==> config.mk <==
export PLATFORM = sky130hd
export DESIGN_NAME = alu_issue_decoder
export DESIGN_NICKNAME = d
export VERILOG_FILES = /design/src/rtl/alu_pkg.sv /design/src/rtl/alu_op_decode.sv /design/src/rtl/alu_issue_decoder.sv
export SDC_FILE = /design/constraint.sdc
export NUM_CORES = 1
export LEC_CHECK = 0
export CORE_MARGIN = 8
export CORE_UTILIZATION = 41
export DETAILED_ROUTE_END_ITERATION = 6
export PLACE_DENSITY = 0.85
export SLEW_MARGIN = 20
export SYNTH_ARGS = -nofsm -noshare
export SYNTH_HDL_FRONTEND = slang
export SYNTH_SLANG_ARGS = --single-unit
==> constraint.sdc <==
create_clock -name clk -period 2.64 [get_ports clk]
set_input_delay 0.396 -clock clk [delete_from_list [all_inputs] [get_ports clk]]
set_output_delay 0.396 -clock clk [all_outputs]
set_load 0.005 [all_outputs]
==> src/rtl/alu_pkg.sv <==
// Shared ALU encodings and RV32I decode constants used by the issue stage
// and by anything downstream that consumes the ALU operation code.
package alu_pkg;

    typedef enum logic [3:0] {
        ALU_ADD  = 4'd0,
        ALU_SUB  = 4'd1,
        ALU_AND  = 4'd2,
        ALU_OR   = 4'd3,
        ALU_XOR  = 4'd4,
        ALU_SLL  = 4'd5,
        ALU_SRL  = 4'd6,
        ALU_SRA  = 4'd7,
        ALU_SLT  = 4'd8,
        ALU_SLTU = 4'd9
    } alu_op_t;

    localparam logic [6:0] OPC_OP     = 7'b0110011;
    localparam logic [6:0] OPC_OP_IMM = 7'b0010011;
    localparam logic [6:0] OPC_LUI    = 7'b0110111;
    localparam logic [6:0] OPC_AUIPC  = 7'b0010111;

    localparam logic [6:0] F7_BASE = 7'b0000000;
    localparam logic [6:0] F7_ALT  = 7'b0100000;

    // funct3 to operation for the non-alternate encodings shared by OP and OP-IMM
    function automatic alu_op_t base_op(input logic [2:0] funct3);
        alu_op_t op;
        case (funct3)
            3'b000:  op = ALU_ADD;
            3'b001:  op = ALU_SLL;
            3'b010:  op = ALU_SLT;
            3'b011:  op = ALU_SLTU;
            3'b100:  op = ALU_XOR;
            3'b101:  op = ALU_SRL;
            3'b110:  op = ALU_OR;
            3'b111:  op = ALU_AND;
            default: op = ALU_ADD;
        endcase
        return op;
    endfunction

    function automatic logic [31:0] i_imm(input logic [31:0] instr);
        return {{20{instr[31]}}, instr[31:20]};
    endfunction

    function automatic logic [31:0] u_imm(input logic [31:0] instr);
        return {instr[31:12], 12'h000};
    endfunction

endpackage

==> src/rtl/alu_op_decode.sv <==
// Combinational RV32I decode of an instruction into ALU operation, operand
// pair and write-back enable; illegal encodings collapse to a harmless ADD 0,0.
module alu_op_decode
    import alu_pkg::*;
(
    input  logic [31:0] instr,
    input  logic [31:0] pc,
    input  logic [31:0] rs1_data,
    input  logic [31:0] rs2_data,
    output logic [31:0] alu_a,
    output logic [31:0] alu_b,
    output alu_op_t     alu_op,
    output logic        rd_we,
    output logic        illegal
);

    logic [6:0]  opcode_s;
    logic [2:0]  funct3_s;
    logic [6:0]  funct7_s;
    logic [4:0]  rd_s;
    logic [31:0] shamt_s;
    logic [31:0] a_s;
    logic [31:0] b_s;
    alu_op_t     op_s;
    logic        bad_s;

    assign opcode_s = instr[6:0];
    assign rd_s     = instr[11:7];
    assign funct3_s = instr[14:12];
    assign funct7_s = instr[31:25];
    assign shamt_s  = {27'd0, instr[24:20]};

    // Field decode; every path that does not resolve to a legal op raises bad_s
    always_comb begin
        a_s   = 32'd0;
        b_s   = 32'd0;
        op_s  = ALU_ADD;
        bad_s = 1'b0;
        case (opcode_s)
            OPC_OP: begin
                a_s = rs1_data;
                b_s = rs2_data;
                if (funct7_s == F7_BASE) begin
                    op_s = base_op(funct3_s);
                end else if ((funct7_s == F7_ALT) && (funct3_s == 3'b000)) begin
                    op_s = ALU_SUB;
                end else if ((funct7_s == F7_ALT) && (funct3_s == 3'b101)) begin
                    op_s = ALU_SRA;
                end else begin
                    bad_s = 1'b1;
                end
            end
            OPC_OP_IMM: begin
                a_s = rs1_data;
                b_s = i_imm(instr);
                case (funct3_s)
                    3'b001: begin
                        b_s = shamt_s;
                        if (funct7_s == F7_BASE) begin
                            op_s = ALU_SLL;
                        end else begin
                            bad_s = 1'b1;
                        end
                    end
                    3'b101: begin
                        b_s = shamt_s;
                        if (funct7_s == F7_BASE) begin
                            op_s = ALU_SRL;
                        end else if (funct7_s == F7_ALT) begin
                            op_s = ALU_SRA;
                        end else begin
                            bad_s = 1'b1;
                        end
                    end
                    default: op_s = base_op(funct3_s);
                endcase
            end
            OPC_LUI: begin
                a_s = 32'd0;
                b_s = u_imm(instr);
            end
            OPC_AUIPC: begin
                a_s = pc;
                b_s = u_imm(instr);
            end
            default: bad_s = 1'b1;
        endcase
    end

    assign illegal = bad_s;
    assign alu_a   = bad_s ? 32'd0 : a_s;
    assign alu_b   = bad_s ? 32'd0 : b_s;
    assign alu_op  = bad_s ? ALU_ADD : op_s;
    assign rd_we   = !bad_s && (rd_s != 5'd0);

endmodule

==> src/rtl/alu_issue_decoder.sv <==
// Single-entry ID/EX issue register: decodes an RV32I word for the ALU and
// holds it under a valid/ready handshake with flush and delivery counters.
module alu_issue_decoder
    import alu_pkg::*;
#(
    parameter int CNT_W = 16
) (
    input  logic              clk,
    input  logic              rst,
    input  logic              in_valid,
    output logic              in_ready,
    input  logic [31:0]       instr,
    input  logic [31:0]       pc,
    input  logic [31:0]       rs1_data,
    input  logic [31:0]       rs2_data,
    input  logic              flush,
    output logic              out_valid,
    input  logic              out_ready,
    output logic [31:0]       alu_a,
    output logic [31:0]       alu_b,
    output logic [3:0]        alu_op,
    output logic [4:0]        rd,
    output logic              rd_we,
    output logic              illegal,
    output logic [CNT_W-1:0]  legal_cnt,
    output logic [CNT_W-1:0]  illegal_cnt
);

    logic [31:0]      dec_a_s;
    logic [31:0]      dec_b_s;
    alu_op_t          dec_op_s;
    logic             dec_we_s;
    logic             dec_bad_s;
    logic             in_ready_s;
    logic             accept_s;
    logic             handshake_s;

    logic             out_valid_r;
    logic [31:0]      alu_a_r;
    logic [31:0]      alu_b_r;
    logic [3:0]       alu_op_r;
    logic [4:0]       rd_r;
    logic             rd_we_r;
    logic             illegal_r;
    logic [CNT_W-1:0] legal_cnt_r;
    logic [CNT_W-1:0] illegal_cnt_r;

    alu_op_decode u_dec (
        .instr    (instr),
        .pc       (pc),
        .rs1_data (rs1_data),
        .rs2_data (rs2_data),
        .alu_a    (dec_a_s),
        .alu_b    (dec_b_s),
        .alu_op   (dec_op_s),
        .rd_we    (dec_we_s),
        .illegal  (dec_bad_s)
    );

    // Flush suppresses the accept even when the register has room
    assign in_ready_s  = !out_valid_r || out_ready;
    assign accept_s    = in_valid && in_ready_s && !flush;
    assign handshake_s = out_valid_r && out_ready;

    // Occupancy of the single issue slot
    always_ff @(posedge clk) begin
        if (rst) begin
            out_valid_r <= 1'b0;
        end else if (flush) begin
            out_valid_r <= 1'b0;
        end else if (accept_s) begin
            out_valid_r <= 1'b1;
        end else if (out_ready) begin
            out_valid_r <= 1'b0;
        end else begin
            out_valid_r <= out_valid_r;
        end
    end

    // Decoded payload, loaded only on accept so a stalled entry holds stable
    always_ff @(posedge clk) begin
        if (rst) begin
            alu_a_r   <= 32'd0;
            alu_b_r   <= 32'd0;
            alu_op_r  <= 4'd0;
            rd_r      <= 5'd0;
            rd_we_r   <= 1'b0;
            illegal_r <= 1'b0;
        end else if (accept_s) begin
            alu_a_r   <= dec_a_s;
            alu_b_r   <= dec_b_s;
            alu_op_r  <= dec_op_s;
            rd_r      <= instr[11:7];
            rd_we_r   <= dec_we_s;
            illegal_r <= dec_bad_s;
        end else begin
            alu_a_r   <= alu_a_r;
            alu_b_r   <= alu_b_r;
            alu_op_r  <= alu_op_r;
            rd_r      <= rd_r;
            rd_we_r   <= rd_we_r;
            illegal_r <= illegal_r;
        end
    end

    // Delivery counters; a handshake in a flush cycle still delivered the entry
    always_ff @(posedge clk) begin
        if (rst) begin
            legal_cnt_r   <= {CNT_W{1'b0}};
            illegal_cnt_r <= {CNT_W{1'b0}};
        end else if (handshake_s && illegal_r) begin
            illegal_cnt_r <= illegal_cnt_r + {{(CNT_W-1){1'b0}}, 1'b1};
        end else if (handshake_s) begin
            legal_cnt_r   <= legal_cnt_r + {{(CNT_W-1){1'b0}}, 1'b1};
        end else begin
            legal_cnt_r   <= legal_cnt_r;
            illegal_cnt_r <= illegal_cnt_r;
        end
    end

    assign in_ready    = in_ready_s;
    assign out_valid   = out_valid_r;
    assign alu_a       = alu_a_r;
    assign alu_b       = alu_b_r;
    assign alu_op      = alu_op_r;
    assign rd          = rd_r;
    assign rd_we       = rd_we_r;
    assign illegal     = illegal_r;
    assign legal_cnt   = legal_cnt_r;
    assign illegal_cnt = illegal_cnt_r;

endmodule

==> metrics.md <==
| Metric | Value |
|---|---|
| Starting Density | between 40% and 50% |
| DPL Wire Length | 12900 µm |
| Cells after Synth | between 600 and 700 |
| # IOs | 242 |
| CP max-delay cell | clkdlybuf4s50_1 |
| Hold Path Class | reg -> reg |
| Number of synthesis warnings | 0 |
| Startpoint Class | input port |
| IR drop worst, VDD | approximately 0.00043 V |
| Static Leakage | 3.03 nW |
| Initial DRC Count | around 440 |
| WP data required | 2930 ps |
| Post-synth EDFFs | 0 |
| Dominant synthesized flop cell | dfxtp_1 |
| Slew Limit Fails | 0 |
| FMAX | 444 MHz |
| GR Overflow Total | 0 |
| Status | finished clean |
| Final TNS setup | 0 ps |
| Crit path buf inv count | 2 |
| CTS tree | built |
| Sequential area share after synthesis | between 40% and 50% |
| Setup violators final | 0 |
| Via count | roughly 5200 |
| Syn avg cell area | 8.42 µm² |
| Core area | 12400 µm² |
| GRT Total Usage | about a fifth |
| Drt via density | 5.18 |
| Post_cts resized | 0 |
| Hold_buf cts | 0 |
| GP Congestion | 0.857 |
| Crit-path max FO | 34 |
| First-pass GRT wire length | 26400 µm |
| Vias in the first global route | 5051 |
| Die height | 128 µm |
| Row cnt | 41 |
| Largest net degree at the start of global routing | 76 |
| Slew HR | a little under half |
| CTS Root Cell | clkbuf_16 |
| Syn nets | 745 |
| Fin cells | ~1000 |
| FILL cells | between 1000 and 1500 |
| Worst Setup End Kind | register |
| Ant diodes | 0 |
| Layout area overhead | 55.9% |
| Ys async rst share | 0% |
| Drt pass-1 iters | 4 |
| CP delay by family, top | buffers and inverters |
| Slew @ Worst Pin | 807 ps |
| Routed len/inst | 17.0 µm |
| Number of max-cap violations | 0 |
| Critical path type | in -> reg |
| Die area | 16400 µm² |
| I/O Buffers | around 240 |
| Fin crit period | 2250 ps |
| Initial antenna violation count | 0 |
| Max Root-Sink Buffers | 2 |
| Critical-path cell list | clkdlybuf4s50_1 -> nor4_4 -> o311ai_1 -> a2111oi_4 -> buf_4 -> a22oi_1 -> nor2_1 |
| Die width | between 100 and 150 µm |
| CP peak stage delay | between 400 and 500 ps |
| Power Density | roughly 440 nW/µm² |
| Worst-Skew Late Latency | 350 ps |
| Num CTS Buffers | 9 |
| Fin. Hold Viols | 0 |
| WP data arrival | 2540 ps |
| # DRC | 0 |
| Post-Place Cells | about 990 |
| Unique cell type count in the Yosys netlist | 47 |
| Worst clock skew | around 8.5 ps |
| Cell area after synthesis | 5130 µm² |
| Routed Antenna Nets | 0 |
| Wirelength, routed | 17100 µm |
| Nets | 963 |
| Layout cells sized above 1 | 6.60% |
| H-tree levels | 3 |
| Crit share post-route | 85.4% |
| RSZ-0062 raised after global routing | no |
| Worst-path clk slew | 70 ps |
| Number of synthesized register bits | 108 |
| Num Clock Sinks | between 100 and 150 |
| Post-CTS Repair Setup Buffers | 0 |
[final timing paths]
check	start	to	slack (ps)	cells past startpoint
setup / recovery	instr[26]	alu_b[12]$_SDFFE_PP0P_	390	7
hold / removal	rd_we$_SDFFE_PP0P_	rd_we$_SDFFE_PP0P_	460	2
setup reg to reg	out_valid$_SDFFE_PP0P_	alu_b[12]$_SDFFE_PP0P_	830	6
hold reg to reg	rd_we$_SDFFE_PP0P_	rd_we$_SDFFE_PP0P_	460	2
[layer usage]
layer,routed length (µm),share of wire (%),vias up,global-route usage [%]
li1,-,-,2564,-
met1,7050,41,2436,23.6
met2,8440,49,187,34.2
met3,1230,7.2,21,5.95
met4,357,2.1,0,7.62
met5,0,0,-,0
[synth_stat cells (2+ instances only)]
cell      count  area, µm²
a211oi_1      3       22.5
a21oi_1      13       65.1
a221o_1      19        190
a22oi_1      52        390
and2_1        2       12.5
and3_1       14       87.6
and3b_1       3       26.3
and4_1        4       35.0
buf_2         3       15.0
buf_4         2       15.0
buf_6         4       45.0
clkbuf_1     45        169
dfxtp_1     108       2160
ha_1          2       25.0
inv_1        39        146
mux2i_1      12        120
nand2_1      45        169
nand2b_1      3       18.8
nand3_1      11       55.1
nand3b_1     18        135
nand4_1       9       56.3
nand4b_1      2       17.5
nor2_1       94        353
nor2b_1       2       12.5
o21ai_0      38        190
o31ai_1       4       30.0
o31ai_2      10        125
or4_1         2       15.0
xnor2_1       6       52.6
xor2_1       24        210
[logic make-up after synthesis]
kind of cell,share of synthesized area [%]
AND/OR/NAND/NOR,20.5
AO/OA/AOI/OAI,21.6
flip-flops,42.1
buffers and inverters,7.68
XOR/XNOR,5.12
multiplexers,2.34
adder cells (fa/ha/maj),0.682
[placed cells by master, fill, tap and decap left out, types with 2 or more instances in the layout]
| cell | count |
|---|---|
| ha_1 | 2 |
| o31ai_2 | 10 |
| a22oi_1 | 52 |
| clkinvlp_4 | 2 |
| dfxtp_1 | 108 |
| a221o_1 | 19 |
| xnor2_1 | 6 |
| a21oi_1 | 13 |
| o31ai_1 | 4 |
| and2_1 | 2 |
| nand3b_1 | 18 |
| inv_1 | 39 |
| o21ai_0 | 38 |
| inv_6 | 2 |
| xor2_1 | 24 |
| nand2_1 | 45 |
| nand4_1 | 9 |
| mux2i_1 | 12 |
| buf_4 | 20 |
| nand2b_1 | 3 |
| and3_1 | 14 |
| a211oi_1 | 3 |
| nand3_1 | 11 |
| or4_1 | 2 |
| nand4b_1 | 2 |
| and4_1 | 4 |
| clkdlybuf4s50_1 | 239 |
| and3b_1 | 3 |
| buf_12 | 2 |
| nor2_1 | 94 |
| clkbuf_16 | 9 |
[area by class of cell]
class	count	area [µm²]	area share [%]
Multi-Input combinational cell	408	2590	32.3
Timing Repair Buffer	262	2590	32.3
Sequential cell	108	2160	27.0
Clock buffer	9	225	2.81
Tap cell	172	215	2.69
Inverter	39	146	1.83
Clock inverter	7	82.6	1.03
[through the flow]
stage | utilization [%] | instance area, µm² | hold slack (ps) | setup slack, ps | power [mW]
2_1_floorplan | - | 5130 | 453 | 633 | 1.87
4_1_cts | 64.4 | 8000 | 432 | 419 | 3.54
6_report | 64.5 | 8010 | 457 | 385 | 3.50
5_1_grt | 64.5 | 8010 | 486 | 235 | 3.65
3_3_place_gp | 62.0 | 7690 | 442 | 93.3 | 2.15
3_5_place_dp | 62.0 | 7690 | 450 | 26.5 | 2.15
[state kept, by name, summed over array words and instances, names as in the netlist]
register,flops
alu_a,32
alu_b,32
alu_op,4
illegal,1
illegal_cnt,16
legal_cnt,16
out_valid,1
rd,5
rd_we,1
[worst reg2reg max path: cells and delay by family (launching register included)]
kind,cells,cell delay (ps)
AND/OR/NAND/NOR,3,500
buffers and inverters,1,420
flip-flops,1,340
AO/OA/AOI/OAI,2,480
[where the power goes]
group | total, mW | internal, mW | switching [mW]
sequential | 1.64 | 1.64 | 0.00599
combinational | 0.474 | 0.273 | 0.201
clock | 1.39 | 0.751 | 0.637
No activity file was read; power rests on OpenSTA's default activity.
